### config.mk
export PLATFORM = sky130hd
export DESIGN_NAME = kick_chip_ctrl
export DESIGN_NICKNAME = d
export VERILOG_FILES = /design/src/rtl/kick_chip_ctrl.sv
export SDC_FILE = /design/constraint.sdc
export NUM_CORES = 1
export LEC_CHECK = 0
export CAP_MARGIN = 10
export CORE_ASPECT_RATIO = 0.8
export CORE_MARGIN = 10
export CORE_UTILIZATION = 55
export CTS_BUF_LIST = sky130_fd_sc_hd__clkbuf_8 sky130_fd_sc_hd__clkbuf_16
export CTS_CLUSTER_SIZE = 10
export DETAILED_ROUTE_END_ITERATION = 10
export HOLD_SLACK_MARGIN = 0.08
export PLACE_DENSITY = 0.73
export SLEW_MARGIN = 20
export SYNTH_ARGS = -nofsm -noshare
export SYNTH_HDL_FRONTEND = slang
export SYNTH_SLANG_ARGS = --single-unit
### constraint.sdc
create_clock -name clk -period 6.4 [get_ports clk]
set_clock_uncertainty 0.1 [all_clocks]
set_input_delay 1.6 -clock clk [delete_from_list [all_inputs] [get_ports clk]]
set_output_delay 1.6 -clock clk [all_outputs]
set_load 0.005 [all_outputs]
### src/rtl/kick_chip_ctrl.sv
// kick_chip_ctrl: multi-channel solenoid kicker controller.
// One boost-charger enable drives NCH solenoid channels through the cycle
// IDLE -> PRE_GUARD -> FIRE -> POST_GUARD -> COOLDOWN -> IDLE.
// The pulse width is strength * PULSE_UNIT, saturated at MAX_PULSE.
// Optional charge-timeout fault: define KICK_CHG_TIMEOUT_EN.
module kick_chip_ctrl #(
   parameter int NCH             = 2,
   parameter int STRENGTH_W      = 7,
   parameter int PULSE_UNIT      = 8192,
   parameter int MAX_PULSE       = 1048575,
   parameter int PW_W            = 20,
   parameter int GUARD_CYCLES    = 16,
   parameter int COOLDOWN_CYCLES = 4194303,
   parameter int CHG_TIMEOUT     = 268435455,
   localparam int SEL_W          = (NCH > 1) ? $clog2(NCH) : 1
) (
   input  logic                  clk,
   input  logic                  rst_n,
   input  logic                  kick_req,
   input  logic [SEL_W-1:0]      kick_sel,
   input  logic [STRENGTH_W-1:0] kick_strength,
   input  logic                  charge_en,
   input  logic                  charge_done,
   input  logic                  fault_clr,
   output logic                  charge,
   output logic [NCH-1:0]        trigger,
   output logic                  kick_ack,
   output logic                  busy,
   output logic                  ready,
   output logic                  fault
);

   typedef enum logic [2:0] {
      S_IDLE,
      S_PRE_GUARD,
      S_FIRE,
      S_POST_GUARD,
      S_COOLDOWN
   } state_t;

   // One down-counter serves every timed state, so it must hold the largest load.
   localparam int CW_A   = (PW_W > $clog2(COOLDOWN_CYCLES + 1)) ? PW_W : $clog2(COOLDOWN_CYCLES + 1);
   localparam int CNT_W  = (CW_A > $clog2(GUARD_CYCLES + 1)) ? CW_A : $clog2(GUARD_CYCLES + 1);
   localparam int PROD_W = STRENGTH_W + 32;

   localparam logic [CNT_W-1:0] G_LOAD = (GUARD_CYCLES > 0)    ? CNT_W'(GUARD_CYCLES - 1)    : '0;
   localparam logic [CNT_W-1:0] C_LOAD = (COOLDOWN_CYCLES > 0) ? CNT_W'(COOLDOWN_CYCLES - 1) : '0;

   // Zero-length guard or cooldown phases are skipped entirely.
   localparam state_t AFTER_FIRE = (GUARD_CYCLES != 0)    ? S_POST_GUARD :
                                   (COOLDOWN_CYCLES != 0) ? S_COOLDOWN   : S_IDLE;
   localparam logic [CNT_W-1:0] AFTER_FIRE_LOAD = (GUARD_CYCLES != 0) ? G_LOAD : C_LOAD;
   localparam state_t AFTER_POST = (COOLDOWN_CYCLES != 0) ? S_COOLDOWN : S_IDLE;

   state_t            state_q, state_nxt;
   logic [CNT_W-1:0]  cnt_q, cnt_nxt;
   logic [SEL_W-1:0]  sel_q, sel_nxt;
   logic [PW_W-1:0]   plen_q, plen_nxt;
   logic [PROD_W-1:0] prod;
   logic [PW_W-1:0]   plen_in;
   logic              accept;
   logic              fault_q, fault_nxt;

   logic              charge_q, charge_nxt;
   logic [NCH-1:0]    trigger_q, trigger_nxt;
   logic              ack_q, ack_nxt;
   logic              busy_q, busy_nxt;
   logic              ready_q, ready_nxt;

   // Pulse length: full-width product, then saturate at the ceiling.
   always_comb begin
      prod    = PROD_W'(kick_strength) * PROD_W'(PULSE_UNIT);
      plen_in = (prod > PROD_W'(MAX_PULSE)) ? PW_W'(MAX_PULSE) : PW_W'(prod);
      accept  = (state_q == S_IDLE) && kick_req && (kick_strength != '0) &&
                (32'(kick_sel) < 32'(NCH)) && !fault_q;
   end

   // Next-state logic and next values of the registered outputs.
   always_comb begin
      state_nxt = state_q;
      cnt_nxt   = cnt_q;
      sel_nxt   = sel_q;
      plen_nxt  = plen_q;
      ack_nxt   = 1'b0;
      case (state_q)
         S_IDLE: begin
            if (accept) begin
               ack_nxt  = 1'b1;
               sel_nxt  = kick_sel;
               plen_nxt = plen_in;
               if (GUARD_CYCLES != 0) begin
                  state_nxt = S_PRE_GUARD;
                  cnt_nxt   = G_LOAD;
               end else begin
                  state_nxt = S_FIRE;
                  cnt_nxt   = CNT_W'(plen_in) - CNT_W'(1);
               end
            end
         end
         S_PRE_GUARD: begin
            if (cnt_q == '0) begin
               state_nxt = S_FIRE;
               cnt_nxt   = CNT_W'(plen_q) - CNT_W'(1);
            end else begin
               cnt_nxt = cnt_q - CNT_W'(1);
            end
         end
         S_FIRE: begin
            if (cnt_q == '0) begin
               state_nxt = AFTER_FIRE;
               cnt_nxt   = AFTER_FIRE_LOAD;
            end else begin
               cnt_nxt = cnt_q - CNT_W'(1);
            end
         end
         S_POST_GUARD: begin
            if (cnt_q == '0) begin
               state_nxt = AFTER_POST;
               cnt_nxt   = C_LOAD;
            end else begin
               cnt_nxt = cnt_q - CNT_W'(1);
            end
         end
         S_COOLDOWN: begin
            if (cnt_q == '0) begin
               state_nxt = S_IDLE;
               cnt_nxt   = '0;
            end else begin
               cnt_nxt = cnt_q - CNT_W'(1);
            end
         end
         default: begin
            state_nxt = S_IDLE;
            cnt_nxt   = '0;
         end
      endcase

      // Charge only while staying in IDLE, so it returns one edge after re-entry.
      charge_nxt = (state_q == S_IDLE) && (state_nxt == S_IDLE) && charge_en && !fault_nxt;
      busy_nxt   = (state_nxt != S_IDLE);
      ready_nxt  = (state_nxt == S_IDLE) && charge_done && !fault_nxt;
      for (int unsigned i = 0; i < NCH; i++) begin
         trigger_nxt[i] = (state_nxt == S_FIRE) && (32'(sel_nxt) == i);
      end
   end

   // State, counter and registered outputs.
   always_ff @(posedge clk or negedge rst_n) begin
      if (!rst_n) begin
         state_q   <= S_IDLE;
         cnt_q     <= '0;
         sel_q     <= '0;
         plen_q    <= '0;
         charge_q  <= 1'b0;
         trigger_q <= '0;
         ack_q     <= 1'b0;
         busy_q    <= 1'b0;
         ready_q   <= 1'b0;
      end else begin
         state_q   <= state_nxt;
         cnt_q     <= cnt_nxt;
         sel_q     <= sel_nxt;
         plen_q    <= plen_nxt;
         charge_q  <= charge_nxt;
         trigger_q <= trigger_nxt;
         ack_q     <= ack_nxt;
         busy_q    <= busy_nxt;
         ready_q   <= ready_nxt;
      end
   end

`ifdef KICK_CHG_TIMEOUT_EN
   localparam int TO_W = $clog2(CHG_TIMEOUT + 1);
   localparam logic [TO_W-1:0] TO_LAST = TO_W'(CHG_TIMEOUT - 1);

   logic [TO_W-1:0] tcnt_q, tcnt_nxt;

   // Charge-timeout: count idle charging cycles without charge_done.
   always_comb begin
      tcnt_nxt  = tcnt_q;
      fault_nxt = fault_q;
      if ((state_q == S_IDLE) && fault_clr) begin
         fault_nxt = 1'b0;
         tcnt_nxt  = '0;
      end else if ((state_q == S_IDLE) && charge_q && !charge_done) begin
         if (tcnt_q == TO_LAST) begin
            fault_nxt = 1'b1;
            tcnt_nxt  = '0;
         end else begin
            tcnt_nxt = tcnt_q + TO_W'(1);
         end
      end else begin
         tcnt_nxt = '0;
      end
   end

   // Sticky fault flag and timeout counter.
   always_ff @(posedge clk or negedge rst_n) begin
      if (!rst_n) begin
         fault_q <= 1'b0;
         tcnt_q  <= '0;
      end else begin
         fault_q <= fault_nxt;
         tcnt_q  <= tcnt_nxt;
      end
   end
`else
   logic unused_timeout;

   assign fault_q        = 1'b0;
   assign fault_nxt      = 1'b0;
   assign unused_timeout = ^{fault_clr, 32'(CHG_TIMEOUT)};
`endif

   assign charge   = charge_q;
   assign trigger  = trigger_q;
   assign kick_ack = ack_q;
   assign busy     = busy_q;
   assign ready    = ready_q;
   assign fault    = fault_q;

endmodule

### After elaboration in Yosys (flattened, before gate mapping)

Cells that the tools add are included.

* mux-type cells: 17
* equal/unequal tests: 6
* add/subtract/negate cells: 2
* reductions and logical operators: 13
* order comparisons: 1
* bitwise operators: 1

Operators with widths (count)
* 22-bit 2-to-1 mux: 5
* 22-bit one-hot mux with 5 select lines: 1
* 22-bit zero test: 1
* 22-bit by 1-bit subtractor with 22-bit output, second input constant: 1
* 20-bit by 1-bit subtractor with 21-bit output, second input constant: 1
* 20-bit greater-than comparator, second input constant: 1
* 20-bit 2-to-1 mux: 1
* 3-bit 2-to-1 mux: 5
* 3-bit one-hot mux with 5 select lines: 1
* 3-bit by 2-bit equality test with 1-bit output, second input constant: 3
* 1-bit logical AND: 7
* 7-bit nonzero test: 1
* 3-bit zero test: 2
* 1-bit 2-to-1 mux: 4
* 3-bit by 1-bit equality test with 1-bit output, second input constant: 1
* 3-bit equality test, second input constant: 1
* 3-bit nonzero test: 1
* 2-bit inequality test, second input constant: 1
* 2-bit AND reduction: 1
* 1-bit NOT: 1

* output and inout bits: 7
* input bits: 14
* flip-flop bits (word level): 52
* logic and storage cells: 49

### Longest topological paths before layout

* depth in word-level cells: 8
* gate-level depth with buffers: 9

### Worst setup path before layout

Ideal clock, no wire load.

* path kind: input-to-reg
* start: input kick_strength[1]
* end: register cnt_q[21]
* arrival time: 2.783 ns
* buffers on the path: 1
* library setup time: 0.121 ns
* stages on the path: 6
* required time: 6.179 ns
* setup slack: 3.396 ns
* path through: nor3_1 > a21boi_1 > nand2b_1 > clkbuf_1 > o31ai_1 > a22o_1

* longest elaborated chain between the ends: 3

RTL lines
* start, declared: line 21 `input logic [STRENGTH_W-1:0] kick_strength,`
* 7-bit nonzero test: line 74 `accept = (state_q == S_IDLE) && kick_req && (kick_strength != '0) &&`
* 1-bit logical AND: line 74
* 2-bit inequality test (no source line)
* end signal, assigned: line 161 `cnt_q <= cnt_nxt;`
* end, declared: line 56 `logic [CNT_W-1:0] cnt_q, cnt_nxt;`

No other way between the ends.
A chain may end at the register's enable or synchronous reset.

### Worst setup path after layout

* start: input kick_strength[2]
* end: register cnt_q[15]

Same word-level chain as after synthesis.

==> out/qor.yml <==
firstDrtPassIters: 4
seq_power_share: 0.581
muxShareOfSynthArea: 0.0265
initial_core_util: 0.584
place_hpwl_mm: 4.24
grt_max_degree: 40
synth_seq_cells: 39
clk-insertion-delay-late_ps: 290
postCtsSetupBuffers: 0
routed_wl_mm: 5.90
crit_chain: "clkdlybuf4s50_1 > nor4_1 > a21boi_1 > nor3_2 > a22oi_1 > o31ai_1"
synth_seq_area_share: 0.390
root_buffer: "clkbuf_8"
cap_violations: 0
worst_pin_slew_ps: 864
place_worst_setup_slack_ps: 2490
cp.required_ps: 6470
tritoncts: "yes"
cts_hold_buf: 0
multi_input_area_um2: 1420
p_comb_frac: 0.033
dr.first_iter.drc_count: 188
critPathArrivalTime_ps: 3670
critPathSlowestCell: "nor3_2"
synth_cells: 263
cpPeakStageDelay_ps: 680
switchingPower_uw: 96.0
num_antenna_cells: 0
fin_crit_ps: 3600
hold_path.class: "flop to flop"
synth_edf_count: 0
fin_ws_ps: 2800
die_x_um: 95.4
post-route-drc-count: 0
first_global_vias: 1876
vias: 2072
yosysWarningCount: 0
cts_max_level: 2
slew_violations: 0
max-slew-margin-rel: 0.424
path_clk_slew_ps: 80
synth_xor_area_frac: 0.0315
synth_adder_area_share: 0.0150
clkPwrFrac: 0.386
synth_area_um2: 2500
core_area_um2: 4280
overflow: 0
cts-buffers-inserted: 5
layout.area.seq_um2: 976
cp-end-kind: "flop"
p_leak_nw: 1.07
p_int_uw: 328
syn_nets: 280
crit_type: "primary input to flop"
p_per_area_nw_per_um2: 154
swShare: 0.227
drive_above_1_share: 0.138
fill_cells: 366
die_h_um: 80.3
synth_top_family_by_area: "simple AND/OR/NAND/NOR gates"
place_congestion: 0.888
crit_fanout: 9
vias_per_cell: 6.24
rsz0062_at_grt: "no"
post_drt_wl_per_cell_um: 17.8
grt_pass1_wl_mm: 9.76
peakVddDrop_mv: 0.153
hold_viol_final: 0
fin_tns_setup_ps: 0
worstSetupStartpointType: "primary input"
cts_resized: 0
synthSimpleGateAreaFrac: 0.251
finalNetCount: 291
antenna_found_initial: 0
drtAntennaViolNets: 0
clockBufferDepth: 2
synthArstFlopShare: 1.00
dieArea_um2: 7660
setup_viol: 0
rows: 21
clock_sinks: 39
fin_crit_sh: 0.562
io_buffer_count: 18
synth_compound_area_frac: 0.241
num_io_pins: 21
synth_top_flop_cell: "dfrtp_1"
avgSynthCellArea_um2: 9.51
syn_to_final_growth_pct: 10.2
fmax_mhz: 278
outcome: "finished clean"
grtUsageTotal: 0.159
rrSetupSlack_ps: 3800
synth_cell_types: 65
==> cell type report <==
cell class                 count  share of cell area
multi-input combinational    201               0.514
clock inverter                 3             0.00590
clock buffer                   5              0.0250
tap                           57              0.0259
sequential                    39               0.354
timing repair buffer          18              0.0635
inverter                       9              0.0123
==> worst paths after layout <==
kind,startpoint,endpoint,cells past startpoint
max,kick_strength[2],cnt_q[15],6
min,cnt_q[9],cnt_q[9],1
max reg2reg,cnt_q[0],cnt_q[13],7
min reg2reg,cnt_q[9],cnt_q[9],1
max in group asynchronous,rst_n,plen_q[15],1
min in group asynchronous,rst_n,sel_q,1
==> Yosys cell counts (4+ instances only) <==
master	number	area [um^2]
nand3_1	6	30.0
a21o_1	9	67.6
clkbuf_1	7	26.3
nor3_1	18	90.1
xor2_1	4	35.0
nor4_1	4	25.0
o21ai_1	4	20.0
mux2_2	5	56.3
a21oi_1	9	45.0
dfrtp_1	39	976
xnor2_1	5	43.8
o31ai_1	6	45.0
a22o_1	6	52.6
or3_1	4	25.0
nor2_1	20	75.1
nand2_1	14	52.6
o21ai_0	15	75.1
buf_2	4	20.0
inv_1	9	33.8
a211oi_1	5	37.5
==> power by group through the flow <==
stage | logic, mW | clock network, mW | registers (mW)
floorplan | 0.00191 | 0 | 0.251
global placement | 0.0143 | 0 | 0.251
detailed placement | 0.0143 | 0 | 0.251
CTS | 0.0144 | 0.169 | 0.246
global route | 0.0157 | 0.178 | 0.246
finish | 0.0139 | 0.163 | 0.246
==> worst max-delay path: cells and delay by family <==
kind | cells | cell delay, ps
buf+inv | 1 | 420
compound gates | 3 | 580
simple gates | 2 | 1050
==> state kept, by name, indices dropped and copies added (netlist names) <==
name,cells
sel_q,1
state_q,3
ready,1
kick_ack,1
plen_q,7
busy,1
charge,1
trigger,2
cnt_q,22
==> stage by stage <==
stage	area, um^2	power, mW	util	hold slack (ps)	instances
final	2760	0.424	0.644	408	332
after global routing	2760	0.440	0.644	439	332
after CTS	2760	0.429	0.644	414	332
after detailed placement	2670	0.265	0.624	394	324
after global placement	2670	0.265	0.624	386	324
after floorplan	2500	0.253	-	365	263
==> layer usage <==
metal  vias up  GRT usage  share of wire
met2        76      0.212           0.41
met1       980      0.240           0.48
met4         0     0.0309         0.0075
met3         6     0.0530          0.099
met5         -          0              0
li1       1010          -              -
==> layout by cell type (no fill, tap or decap), drive strengths merged, types with 2 or more instances in the layout <==
cell type / count
clkdlybuf4s50: 17
a21boi: 2
mux2: 5
inv: 10
or2: 4
nor4b: 2
nor4: 7
or3: 4
nor2: 21
ha: 3
a22oi: 2
nand2: 15
o21a: 3
dfrtp: 39
a211oi: 7
a31oi: 2
nand3: 8
clkbuf: 5
nand4: 4
or4: 3
o31ai: 6
and3: 2
nor3: 22
o22ai: 2
xnor2: 5
o21ai: 20
nand2b: 2
xor2: 4
a21o: 9
o221ai: 2
a21oi: 9
o221a: 2
nor3b: 2
o211ai: 3
a22o: 6
==> cells by family after synthesis <==
kind of cell               Yosys count
other                                1
muxes                                6
AOI/OAI and AO/OA                   82
DFF                                 39
and+or+nand+nor                    100
xor gates and xnor gates             9
buffers and inverters               23
adders and majority gates            3
Power figures use the tool's default switching activity.
